## config.mk

```make
export PLATFORM = sky130hd
export DESIGN_NAME = timer_apb_master
export DESIGN_NICKNAME = d
export VERILOG_FILES = /design/src/rtl/timer_pkg.sv /design/src/rtl/timer_apb_timeout.sv /design/src/rtl/timer_apb_master.sv
export SDC_FILE = /design/constraint.sdc
export NUM_CORES = 1
export LEC_CHECK = 0
export CORE_MARGIN = 3
export CORE_UTILIZATION = 43
export CTS_BUF_LIST = sky130_fd_sc_hd__clkbuf_16
export DETAILED_ROUTE_END_ITERATION = 16
export PLACE_DENSITY = 0.91
export SETUP_SLACK_MARGIN = 0.1
export SLEW_MARGIN = 20
export SYNTH_ARGS = -nofsm -noshare
export SYNTH_HDL_FRONTEND = slang
export SYNTH_HIERARCHICAL = 1
export SYNTH_SLANG_ARGS = --single-unit
```

## constraint.sdc

```tcl
create_clock -name sys_clk -period 4.2 [get_ports sys_clk]
set_clock_uncertainty 0.05 [all_clocks]
set_input_delay 0.42 -clock sys_clk [delete_from_list [all_inputs] [get_ports sys_clk]]
set_output_delay 0.42 -clock sys_clk [all_outputs]
set_load 0.005 [all_outputs]
```

## src/rtl/timer_pkg.sv

```systemverilog
// timer_pkg: shared definitions for the timer APB initiator.
//   - apb_state_e : bus FSM states (IDLE, SETUP, ACCESS, RESP)
//   - *_OFF       : timer register bank byte offsets
//   - TCR_*       : TCR field positions
//   - TIMEOUT_CYC_DEF : default ACCESS wait limit (optional timeout feature)
package timer_pkg;

  typedef enum logic [1:0] {
    ST_IDLE   = 2'd0,
    ST_SETUP  = 2'd1,
    ST_ACCESS = 2'd2,
    ST_RESP   = 2'd3
  } apb_state_e;

  localparam logic [11:0] TCR_OFF   = 12'h000;
  localparam logic [11:0] TDR0_OFF  = 12'h004;
  localparam logic [11:0] TDR1_OFF  = 12'h008;
  localparam logic [11:0] TCMP0_OFF = 12'h00C;
  localparam logic [11:0] TCMP1_OFF = 12'h010;
  localparam logic [11:0] TIER_OFF  = 12'h014;
  localparam logic [11:0] TISR_OFF  = 12'h018;

  localparam int TCR_TIMER_EN_BIT  = 0;
  localparam int TCR_DIV_EN_BIT    = 1;
  localparam int TCR_COUNT_CLR_BIT = 2;
  localparam int TCR_DIV_VAL_LSB   = 8;
  localparam int TCR_DIV_VAL_MSB   = 11;

  localparam int TIMEOUT_CYC_DEF = 255;

  // Word transfers only: the two byte-offset bits must be zero.
  function automatic logic is_aligned(input logic [1:0] lsb);
    return (lsb == 2'b00);
  endfunction

endpackage

```

## src/rtl/timer_apb_timeout.sv

```systemverilog
// timer_apb_timeout: ACCESS wait-state counter.
//   clk_i, rst_i : clock, synchronous active-high reset
//   clr_i        : clear (asserted while entering ACCESS)
//   inc_i        : one more wait cycle (ACCESS with pready low)
//   expired_o    : this wait cycle is the LIMIT-th one; abort the transfer
// Only built when TIMER_APB_TIMEOUT_EN is defined.
module timer_apb_timeout #(
  parameter int LIMIT = 255
) (
  input  logic clk_i,
  input  logic rst_i,
  input  logic clr_i,
  input  logic inc_i,
  output logic expired_o
);

  localparam logic [7:0] LAST = 8'(LIMIT - 1);

  logic [7:0] cnt_q, cnt_d;

  always_comb begin
    cnt_d = cnt_q;
    if (clr_i)      cnt_d = '0;
    else if (inc_i) cnt_d = cnt_q + 8'd1;
  end

  always_ff @(posedge clk_i) begin
    if (rst_i) cnt_q <= '0;
    else       cnt_q <= cnt_d;
  end

  // cnt_q holds the waits already spent, so the edge that would make it
  // reach LIMIT is the one that leaves ACCESS with an error.
  assign expired_o = inc_i && (cnt_q == LAST);

endmodule

```

## src/rtl/timer_apb_master.sv

```systemverilog
// timer_apb_master: single-outstanding APB initiator for the timer bank.
//   sys_clk/sys_rst          : clock, synchronous active-high reset
//   cmd_*                    : CPU-side command (valid/ready), write/addr/wdata
//   rsp_*                    : response (valid/ready), rdata, err
//   psel..pwdata, prdata,
//   pready, pslverr          : APB bus towards the timer register slave
// Optional: TIMER_APB_TIMEOUT_EN aborts ACCESS after TIMEOUT_CYC wait cycles.
module timer_apb_master
  import timer_pkg::*;
#(
  parameter int ADDR_W      = 12,
  parameter int DATA_W      = 32,
  parameter int TIMEOUT_CYC = TIMEOUT_CYC_DEF
) (
  input  logic              sys_clk,
  input  logic              sys_rst,
  input  logic              cmd_valid,
  output logic              cmd_ready,
  input  logic              cmd_write,
  input  logic [ADDR_W-1:0] cmd_addr,
  input  logic [DATA_W-1:0] cmd_wdata,
  output logic              rsp_valid,
  input  logic              rsp_ready,
  output logic [DATA_W-1:0] rsp_rdata,
  output logic              rsp_err,
  output logic              psel,
  output logic              penable,
  output logic              pwrite,
  output logic [ADDR_W-1:0] paddr,
  output logic [DATA_W-1:0] pwdata,
  input  logic [DATA_W-1:0] prdata,
  input  logic              pready,
  input  logic              pslverr
);

  if (TIMEOUT_CYC < 1 || TIMEOUT_CYC > 255) begin : g_bad_timeout
    $error("TIMEOUT_CYC must fit the 8-bit wait counter (1..255)");
  end

  apb_state_e        state_q, state_d;
  logic              write_q, write_d;
  logic [ADDR_W-1:0] addr_q,  addr_d;
  logic [DATA_W-1:0] wdata_q, wdata_d;
  logic [DATA_W-1:0] rdata_q, rdata_d;
  logic              err_q,   err_d;
  logic              to_exp;

`ifdef TIMER_APB_TIMEOUT_EN
  logic to_clr, to_inc;
  assign to_clr = (state_q == ST_SETUP);
  assign to_inc = (state_q == ST_ACCESS) && !pready;

  timer_apb_timeout #(.LIMIT(TIMEOUT_CYC)) u_timeout (
    .clk_i     (sys_clk),
    .rst_i     (sys_rst),
    .clr_i     (to_clr),
    .inc_i     (to_inc),
    .expired_o (to_exp)
  );
`else
  assign to_exp = 1'b0;
`endif

  always_comb begin
    state_d = state_q;
    write_d = write_q;
    addr_d  = addr_q;
    wdata_d = wdata_q;
    rdata_d = rdata_q;
    err_d   = err_q;
    unique case (state_q)
      ST_IDLE: begin
        if (cmd_valid) begin
          write_d = cmd_write;
          addr_d  = cmd_addr;
          wdata_d = cmd_wdata;
          if (is_aligned(cmd_addr[1:0])) begin
            state_d = ST_SETUP;
          end else begin
            // Misaligned: answer locally, never touch the bus.
            rdata_d = '0;
            err_d   = 1'b1;
            state_d = ST_RESP;
          end
        end
      end
      ST_SETUP: state_d = ST_ACCESS;
      ST_ACCESS: begin
        if (pready) begin
          err_d   = pslverr;
          rdata_d = (write_q || pslverr) ? '0 : prdata;
          state_d = ST_RESP;
        end else if (to_exp) begin
          err_d   = 1'b1;
          rdata_d = '0;
          state_d = ST_RESP;
        end
      end
      ST_RESP: if (rsp_ready) state_d = ST_IDLE;
      default: state_d = ST_IDLE;
    endcase
  end

  always_ff @(posedge sys_clk) begin
    if (sys_rst) begin
      state_q <= ST_IDLE;
      write_q <= 1'b0;
      addr_q  <= '0;
      wdata_q <= '0;
      rdata_q <= '0;
      err_q   <= 1'b0;
    end else begin
      state_q <= state_d;
      write_q <= write_d;
      addr_q  <= addr_d;
      wdata_q <= wdata_d;
      rdata_q <= rdata_d;
      err_q   <= err_d;
    end
  end

  // Bus strobes decode straight from the state register, so they follow
  // state changes (including reset) on the same edge.
  assign cmd_ready = (state_q == ST_IDLE);
  assign rsp_valid = (state_q == ST_RESP);
  assign psel      = (state_q == ST_SETUP) || (state_q == ST_ACCESS);
  assign penable   = (state_q == ST_ACCESS);
  assign pwrite    = write_q;
  assign paddr     = addr_q;
  assign pwdata    = wdata_q;
  assign rsp_rdata = rdata_q;
  assign rsp_err   = err_q;

endmodule

```

# ---- Word-level counts from Yosys, hierarchy flattened
# Cells that the tools add are included.
dict set report word_totals {
  reg_bits 80
  latch_bits 0
  mem_bits_rw 0
  romBits 0
  elab_cells 35
  memories 0
}
dict set report classes {
  add_sub_neg 0
  n_mul 0
  div 0
  n_lt_le_gt_ge 0
  eq_ne 7
  shifts 0
  muxes 14
  n_bitwise 0
  n_reduce_logical 8
}
# operator n
set op_table {}
lappend op_table {{two-way mux 32 bit} 4}
lappend op_table {{one-hot mux 32 bit (2 select lines)} 1}
lappend op_table {{two-way mux 2 bit} 4}
lappend op_table {{one-hot mux 2 bit (4 select lines)} 1}
lappend op_table {{== test 2 bit (second input constant)} 2}
lappend op_table {{zero test 2 bit} 2}
lappend op_table {{!= test 2 x 1 -> 1 bit (second input constant)} 2}
lappend op_table {{!= test 2 bit (second input constant)} 2}
lappend op_table {{AND reduction 4 bit} 1}
lappend op_table {{two-way mux 1 bit} 3}
lappend op_table {{AND reduction 3 bit} 1}
lappend op_table {{== test 2 x 1 -> 1 bit (second input constant)} 1}
lappend op_table {{logical OR 1 bit} 2}
lappend op_table {{one-hot mux 1 bit (2 select lines)} 1}
lappend op_table {{AND reduction 2 bit} 1}
lappend op_table {{nonzero test 2 bit} 1}

# ---- Longest topological paths before layout
# Gate-level depths: netlist of run 1.
dict set report logic_depth {
  depth_word 4
  ltp_mapped 8
  ltp_nobuf 6
}

# ---- Least setup slack after synthesis of run 1
# No wires, ideal clock.
dict set report synth_path {
  path_kind {reg2reg}
  startpoint {reg state_q[0]}
  endpoint {reg rdata_q[11] (netlist: rsp_rdata[11])}
  setup_ns 0.115
  t_arrival_ns 1.417
  t_required_ns 4.035
  setup_slack_ns 2.618
  path_stages_with_launch 8
  period_less_slack_ns 1.582
  path_cell_list {dfxtp_1 inv_1 ha_1 nor3b_2 nor3_2 buf_6 buf_6 o21ai_2}
}
dict set report synth_between {
  elab_chain_cells 3
  word_cells_on_any_way 8
}
# element line_no
set synth_rtl {}
lappend synth_rtl {{start: declaration} timer_apb_master.sv:40} ;# apb_state_e state_q, state_d;
lappend synth_rtl {{start signal: assignment} timer_apb_master.sv:113} ;# state_q <= state_d;
lappend synth_rtl {{== test 2 bit / zero test 2 bit (equally long branches)} timer_apb_master.sv:71} ;# unique case (state_q)
lappend synth_rtl {{!= test 2 x 1 -> 1 bit (no source line), or another cell as far along} n/a}
lappend synth_rtl {{AND reduction 4 bit (no source line)} n/a}
lappend synth_rtl {{end signal: assignment} timer_apb_master.sv:117} ;# rdata_q <= rdata_d;
lappend synth_rtl {{end: declaration} timer_apb_master.sv:44} ;# logic [DATA_W-1:0] rdata_q, rdata_d;
# Parallel ways exist; a longest one is shown, timed or not.
# A chain may end at the register's enable or synchronous reset.

# ---- Worst setup path in the final report of run 1
dict set report layout_path {
  startpoint {reg state_q[0]}
  endpoint {reg rdata_q[2] (netlist: rsp_rdata[2])}
}
# The elaborated chain is that of the path after synthesis.

==> qor.csv, run 1 <==
stage,metric,value,unit
run_status,status,finished clean,
route,ant_nets,0,
grt,grt_pass1_vias,2869,
worst_setup_path,crit_fanout,65,
floorplanning,coreArea,0.00737,mm^2
worst_hold_path,hold_path_class,reg2reg,
clock_tree,numCtsBuffers,9,
worst_setup_path,crit_required,4320,ps
synthesis,synth-seq-area-share,48.1,%
synthesis,synth_cell_types,29,
synthesis,synth.most_common_cell,nand2_1,
timing,grt_setup_unrepaired,no,
placed_design,portBuffers,164,
power,powerDensity,503,mW/mm^2
worst_setup_path,r2r-end,rsp_rdata[2]$_SDFFE_PP0P_,
floorplanning,io_pins,165,
cells_and_area,antenna_cells,0,
grt,global_route.usage.met1,24.7,%
power,max-vdd-ir-drop,0.338,mV
timing,hold_violations,0,
placed_design,place_hpwl,6340,um
route,first_pass_iters,4,
floorplanning,fp.dieW,94.0,um
route,drtIter0Drc,89,
grt,grt_max_degree,81,
worst_setup_path,r2r_slack,1920,ps
worst_setup_path,start_kind,flop,
worst_setup_path,worst_ep_arrival_time,2400,ps
clock_tree,clockBufferDepth,2,
synthesis,yosys_warnings,6,
placed_design,gp_congestion,0.783,
grt,grt_overflow,0,
synthesis,ys_top_cells_by_count,"91 x nand2_1, 80 x dfxtp_1, 45 x a21oi_1",
synthesis,yosys-top-cells-area,"dfxtp_1 48%, nand2_1 10%, nand3_2 8.4%, o21ai_2 7.4%, a21oi_1 6.8%",
route,vias,3015,
floorplanning,start_util,45.2,%
clock_tree,postCtsSetupBuffers,0,
synthesis,synth-main-ff-cell,dfxtp_1,
floorplanning,die_y,94.0,um
floorplanning,core.rowCount,31,
route,routed_wl,8930,um
worst_setup_path,reg2reg_depth,6,
worst_setup_path,reg2reg_from,state_q[0]$_SDFFE_PP0P_,
flow_run,cap_violations,0,
power,power_leakage,1.84,nW
grt,top_usage_layer,met2,
grt,grt_pass1_wl,14200,um
grt,globalRouteMet2Util,34.3,%
clock_tree,htreeDepth,3,
route,wl_per_cell,14.4,um
synthesis,yosysTopAreaCellShare,48.1,%
grt,antenna_found_initial,0,
grt,grtUsageTotal,20.4,%
synthesis,synth_top_cell_by_area,dfxtp_1,
synthesis,syn_area,0.00333,mm^2
worst_setup_path,critPathCapture,rsp_rdata[2]$_SDFFE_PP0P_,
cells_and_area,fill_cells,563,
clock_tree,ctsRootBufferMaster,clkbuf_16,
timing,fin_crit_sh,54.4,%
cells_and_area,finalNetCount,605,
synthesis,syn_inst,366,
timing,fmax,438,MHz
route,drc_errors,0,
synthesis,ys_seq_elements,80,
worst_setup_path,path_cells,"inv_1, ha_1, nor3b_2, nor3_4, buf_4, o21ai_0",
worst_setup_path,path_class,reg2reg,
clock_tree,ctsResizeCount,0,
clock_tree,cts_tree,done,
worst_setup_path,worstSetupEndpointType,flop,
placed_design,dpl_cell_area,0.00494,mm^2
route,vias_per_cell,4.85,
clock_tree,cts_sinks,80,
worst_setup_path,crit_slowest_cell,buf_4,
clock_tree,clock_latency,320,ps
clock_tree,holdBufCountCts,0,
synthesis,syn_area_per_cell,9.10,um^2
synthesis,synthesis.nets,453,
grt,gr-usage-met3,6.33,%
synthesis,synth_async_sr_flop_share,0,%
cells_and_area,area_delta_synth_final,57.8,%
timing,fin_setup_tns,0,ps
worst_setup_path,cp_slowest_stage_delay,730,ps
cells_and_area,final_cell_area,0.00526,mm^2
clock_tree,clk_pin_slew,60,ps
timing,fin_crit,2280,ps
timing,slew_violations,0,
timing,finalSetupViolCount,0,
timing,worst_slew_pin_slew,940,ps
floorplanning,dieArea,0.00884,mm^2
worst_setup_path,crit_start,state_q[0]$_SDFFE_PP0P_,
timing,relSlewSlack,37.3,%
synthesis,synth_edf_count,0,
cells_and_area,drive_gt1_share,15.3,%
==> per-stage QoR <==
stage	util [%]	hold slack [ps]	setup WS [ps]	total power, mW	cells
2_1_floorplan	-	403	2620	1.53	366
3_3_place_gp	67.0	391	1850	1.82	606
3_5_place_dp	67.0	396	1780	1.85	606
4_1_cts	71.3	404	1900	2.69	622
5_1_grt	71.3	418	1750	2.81	622
6_report	71.3	402	1920	2.65	622
==> metal layers <==
layer / wire (um) / vias to the layer above / share of wire, %
met5: 0 / - / 0
met4: 110 / 0 / 1.2
met3: 698 / 11 / 7.8
met2: 4480 / 110 / 50
met1: 3640 / 1385 / 41
li1: - / 1509 / -
==> state kept, by name (all words and copies together), names as in the netlist <==
signal,cells
paddr,12
pwdata,32
pwrite,1
rsp_err,1
rsp_rdata,32
state_q,2
==> how the worst min path moves through the flow <==
| stage | start | endpoint | slack, ps | cells after the start |
|---|---|---|---|---|
| after floorplan | paddr[0]$_SDFFE_PP0P_ | paddr[0]$_SDFFE_PP0P_ | 400 | 2 |
| after global placement | pwdata[29]$_SDFFE_PP0P_ | pwdata[29]$_SDFFE_PP0P_ | 390 | 2 |
| after detailed placement | pwdata[14]$_SDFFE_PP0P_ | pwdata[14]$_SDFFE_PP0P_ | 400 | 2 |
| after CTS | pwdata[14]$_SDFFE_PP0P_ | pwdata[14]$_SDFFE_PP0P_ | 400 | 2 |
| after global routing | pwdata[6]$_SDFFE_PP0P_ | pwdata[6]$_SDFFE_PP0P_ | 420 | 2 |
| final | pwdata[14]$_SDFFE_PP0P_ | pwdata[14]$_SDFFE_PP0P_ | 400 | 2 |
==> placed cells by master, fill, tap and decap left out, drive strengths merged, types with 2 or more instances in the layout <==
cell type	count
a21oi	45
mux2i	2
buf	6
clkdlybuf4s50	163
nand2	91
clkinv	3
dfxtp	80
nand2b	32
bufinv	2
ha	4
nor2	6
o21ai	32
nand3	32
nor3	3
inv	5
clkbuf	9
==> kinds of logic after synthesis <==
group	count (synthesis)	synth area share, %
buffers and inverters	32	6.38
muxes	2	0.601
and+or+nand+nor	169	28.2
AOI/OAI and AO/OA	79	15.2
DFF	80	48.1
adders and majority gates	4	1.50
==> critical path: cells and delay by family, from the launching register on <==
family / cells / cell delay [ps]
buffers and inverters: 2 / 820
adder cells (fa/ha/maj): 1 / 270
flip-flops: 1 / 370
AND/OR/NAND/NOR: 2 / 370
AO/OA/AOI/OAI: 1 / 210
==> report_power, final <==
group,switching [mW],total (mW),internal (mW)
Clock,0.302,0.822,0.520
Sequential,0.0609,0.933,0.872
Combinational,0.488,0.892,0.404
==> area by class of cell <==
class,count,area [um^2],share of cell area (%)
Clock inverter,7,93.8,1.78
Sequential cell,80,1600,30.5
Tap cell,99,124,2.36
Timing Repair Buffer,169,1670,31.8
Multi-Input combinational cell,254,1520,29.0
Inverter,4,15.0,0.286
Clock buffer,9,225,4.28
Note: power is estimated with default switching activity, not from simulation.
==> inputs of run 2 (changes only) <==
CORE_UTILIZATION = 36   (was 43)
PLACE_DENSITY = 0.82   (was 0.91)
clock period = 2 ns   (was 4.2 ns; I/O delays follow)
==> run 2 against run 1 <==
Critical path depth decreased by 3. Combinational power rose by 140%. Core utilization is 11 points lower. Clock power is 75% higher. Sequential power rose by 110%. Critical path type is now reg2out.
==> qor.csv, run 2 (synthesis gave the netlist of run 1 again) <==
stage,metric,value,unit,change
power,switchingPower,1.83,mW,+110%
floorplanning,io_pins,165,,unchanged
timing,timing.hold.ws,359,ps,-42.9 ps
worst_setup_path,reg2reg_from,state_q[0]$_SDFFE_PP0P_,,
timing,fmax,543,MHz,
placed_design,pre_cts_ws,107,ps,-1670 ps
route,vias,3041,,+0.86%
placed_design,gp_congestion,0.768,,-1.9%
run_status,status,finished clean,,
route,ant_nets,0,,unchanged
route,vias_per_cell,4.77,,-1.5%
worst_setup_path,path_class,reg2out,,
cells_and_area,fill_cells,750,,+33%
worst_setup_path,start_kind,flop,,
power,switching_share,33.2,%,+1.1 points
clock_tree,clk_pin_slew,60,ps,about the same
timing,hold_violations,0,,unchanged
timing,fin_crit,1840,ps,
clock_tree,numCtsBuffers,9,,unchanged
power,power.share.clock,26.1,%,-4.9 points
route,routed_wl,9370,um,+4.9%
clock_tree,clock_latency,320,ps,about the same
route,first_pass_iters,4,,unchanged
timing,slew_violations,0,,unchanged
worst_setup_path,crit_start,state_q[0]$_SDFFE_PP0P_,,
route,drc_errors,0,,unchanged
route,drtIter0Drc,117,,+31%
timing,fin_setup_tns,0,ps,unchanged
worst_setup_path,worst_ep_arrival_time,1590,ps,-810 ps
power,powerDensity,1030,mW/mm^2,+110%
grt,grt_pass1_wl,14700,um,+3.2%
timing,setup_ws,159,ps,-1760 ps
clock_tree,clockBufferDepth,2,,unchanged
worst_setup_path,crit_fanout,6,,-91%
power,p_int,3.68,mW,+100%
timing,grt_setup_unrepaired,yes,,
timing,relSlewSlack,66.9,%,+30 points
clock_tree,holdBufCountCts,0,,unchanged
cells_and_area,drive_gt1_share,16.4,%,+1.1 points
grt,grt_max_degree,52,,-36%
grt,grt_pass1_vias,3061,,+6.7%
clock_tree,htreeDepth,3,,unchanged
worst_hold_path,hold_path_class,in2reg,,
timing,finalSetupViolCount,0,,unchanged
flow_run,cap_violations,0,,unchanged
floorplanning,die_y,102,um,+8.7%
worst_hold_path,whs_path_depth,3,,+1
cells_and_area,final_cell_mix,"162 x clkdlybuf4s50_1, 91 x nand2_1, 79 x dfxtp_1",,
timing,worst_slew_pin_slew,496,ps,-444 ps
route,wl_per_cell,14.7,um,+2.4%
worst_setup_path,reg2reg_depth,6,,unchanged
worst_hold_path,min_from,sys_rst,,
power,max-vdd-ir-drop,0.548,mV,+62%
floorplanning,dieArea,0.0104,mm^2,+18%
floorplanning,coreArea,0.00885,mm^2,+20%
floorplanning,fp.dieW,102,um,+8.7%
cells_and_area,finalNetCount,611,,+0.99%
cells_and_area,area_delta_synth_final,59.7,%,
power,power_leakage,1.88,nW,+1.9%
power,combPwrFrac,38.2,%,+4.5 points
power,sequentialPowerShare,35.7,%,+0.4 points
timing,fin_crit_sh,92.0,%,
clock_tree,cts_sinks,80,,unchanged
cells_and_area,antenna_cells,0,,unchanged
placed_design,place_hpwl,6900,um,+8.9%
clock_tree,ctsRootBufferMaster,clkbuf_16,,
clock_tree,cts_tree,done,,
floorplanning,core.rowCount,34,,+9.7%
grt,antenna_found_initial,0,,unchanged
cells_and_area,final_common_cell,clkdlybuf4s50_1,,
worst_setup_path,worstSetupEndpointType,output port,,
floorplanning,start_util,37.7,%,-7.6 points
placed_design,portBuffers,164,,unchanged
worst_setup_path,crit_required,1750,ps,-2570 ps
grt,grtUsageTotal,17.8,%,-2.7 points
grt,grt_overflow,0,,unchanged
-- run 2: cell count changes in the layout (fill, tap and decap cells not counted), sizes merged --
cell           delta
clkinv            +3
clkdlybuf4s50     -1
buf               +5
clkbuf            +1
dlymetal6s2s      +1
bufinv            -2
inv               -1
-- run 2: layout make-up --
type                    count  area, um^2  share of cell area [%]
well taps                 108         135                    2.54
clock buffers               9         225                    4.23
flip-flops and latches     80        1600                    30.1
multi-input cells         254        1530                    28.8
inverters                   4        15.0                   0.282
clock inverters             7        38.8                   0.729
repair buffers            175        1770                    33.3
-- run 2: path summary, 6_finish.rpt --
check	end	slack (ps)
worst max-delay path	penable	160
worst min-delay path	state_q[1]$_SDFFE_PP0P_	360
worst min register to register	pwdata[21]$_SDFFE_PP0P_	400
worst max register to register	state_q[1]$_SDFFE_PP0P_	180
-- run 2: power groups by stage --
stage / clock, mW / combinational [mW] / sequential (mW)
finish: 1.44 / 2.10 / 1.96
detailed placement: 0 / 1.99 / 2.00
global placement: 0 / 1.94 / 1.98
global route: 1.56 / 2.29 / 1.99
CTS: 1.48 / 2.01 / 1.96
floorplan: 0 / 1.22 / 2.00
-- run 2: per-stage QoR --
step	power, mW	instance area, um^2	utilization, %	std cells
after detailed placement	3.98	5000	56.6	619
after global placement	3.92	5000	56.6	619
final	5.50	5320	60.1	637
after floorplan	3.22	3330	-	366
after CTS	5.45	5280	59.6	635
after global routing	5.85	5320	60.1	637
-- run 2: critical path, stage by stage, from the launching register on --
cell and delay [ps]:
dfxtp_1 330, inv_1 110, ha_2 260, clkdlybuf4s50_1 570
-- run 2: metal layers --
layer  GRT usage (%)  wire, um
met5               0         0
met4            5.55       157
met3            4.91       707
met2            30.9      4640
met1            21.3      3870
-- run 2: what timing repair did --
item | CTS | global route
pin swaps | 0 | 1
endpoints found under the setup margin | 2 | 34
resized for setup | 2 | 4
gates cloned | 0 | 1
setup buffers | 0 | 1
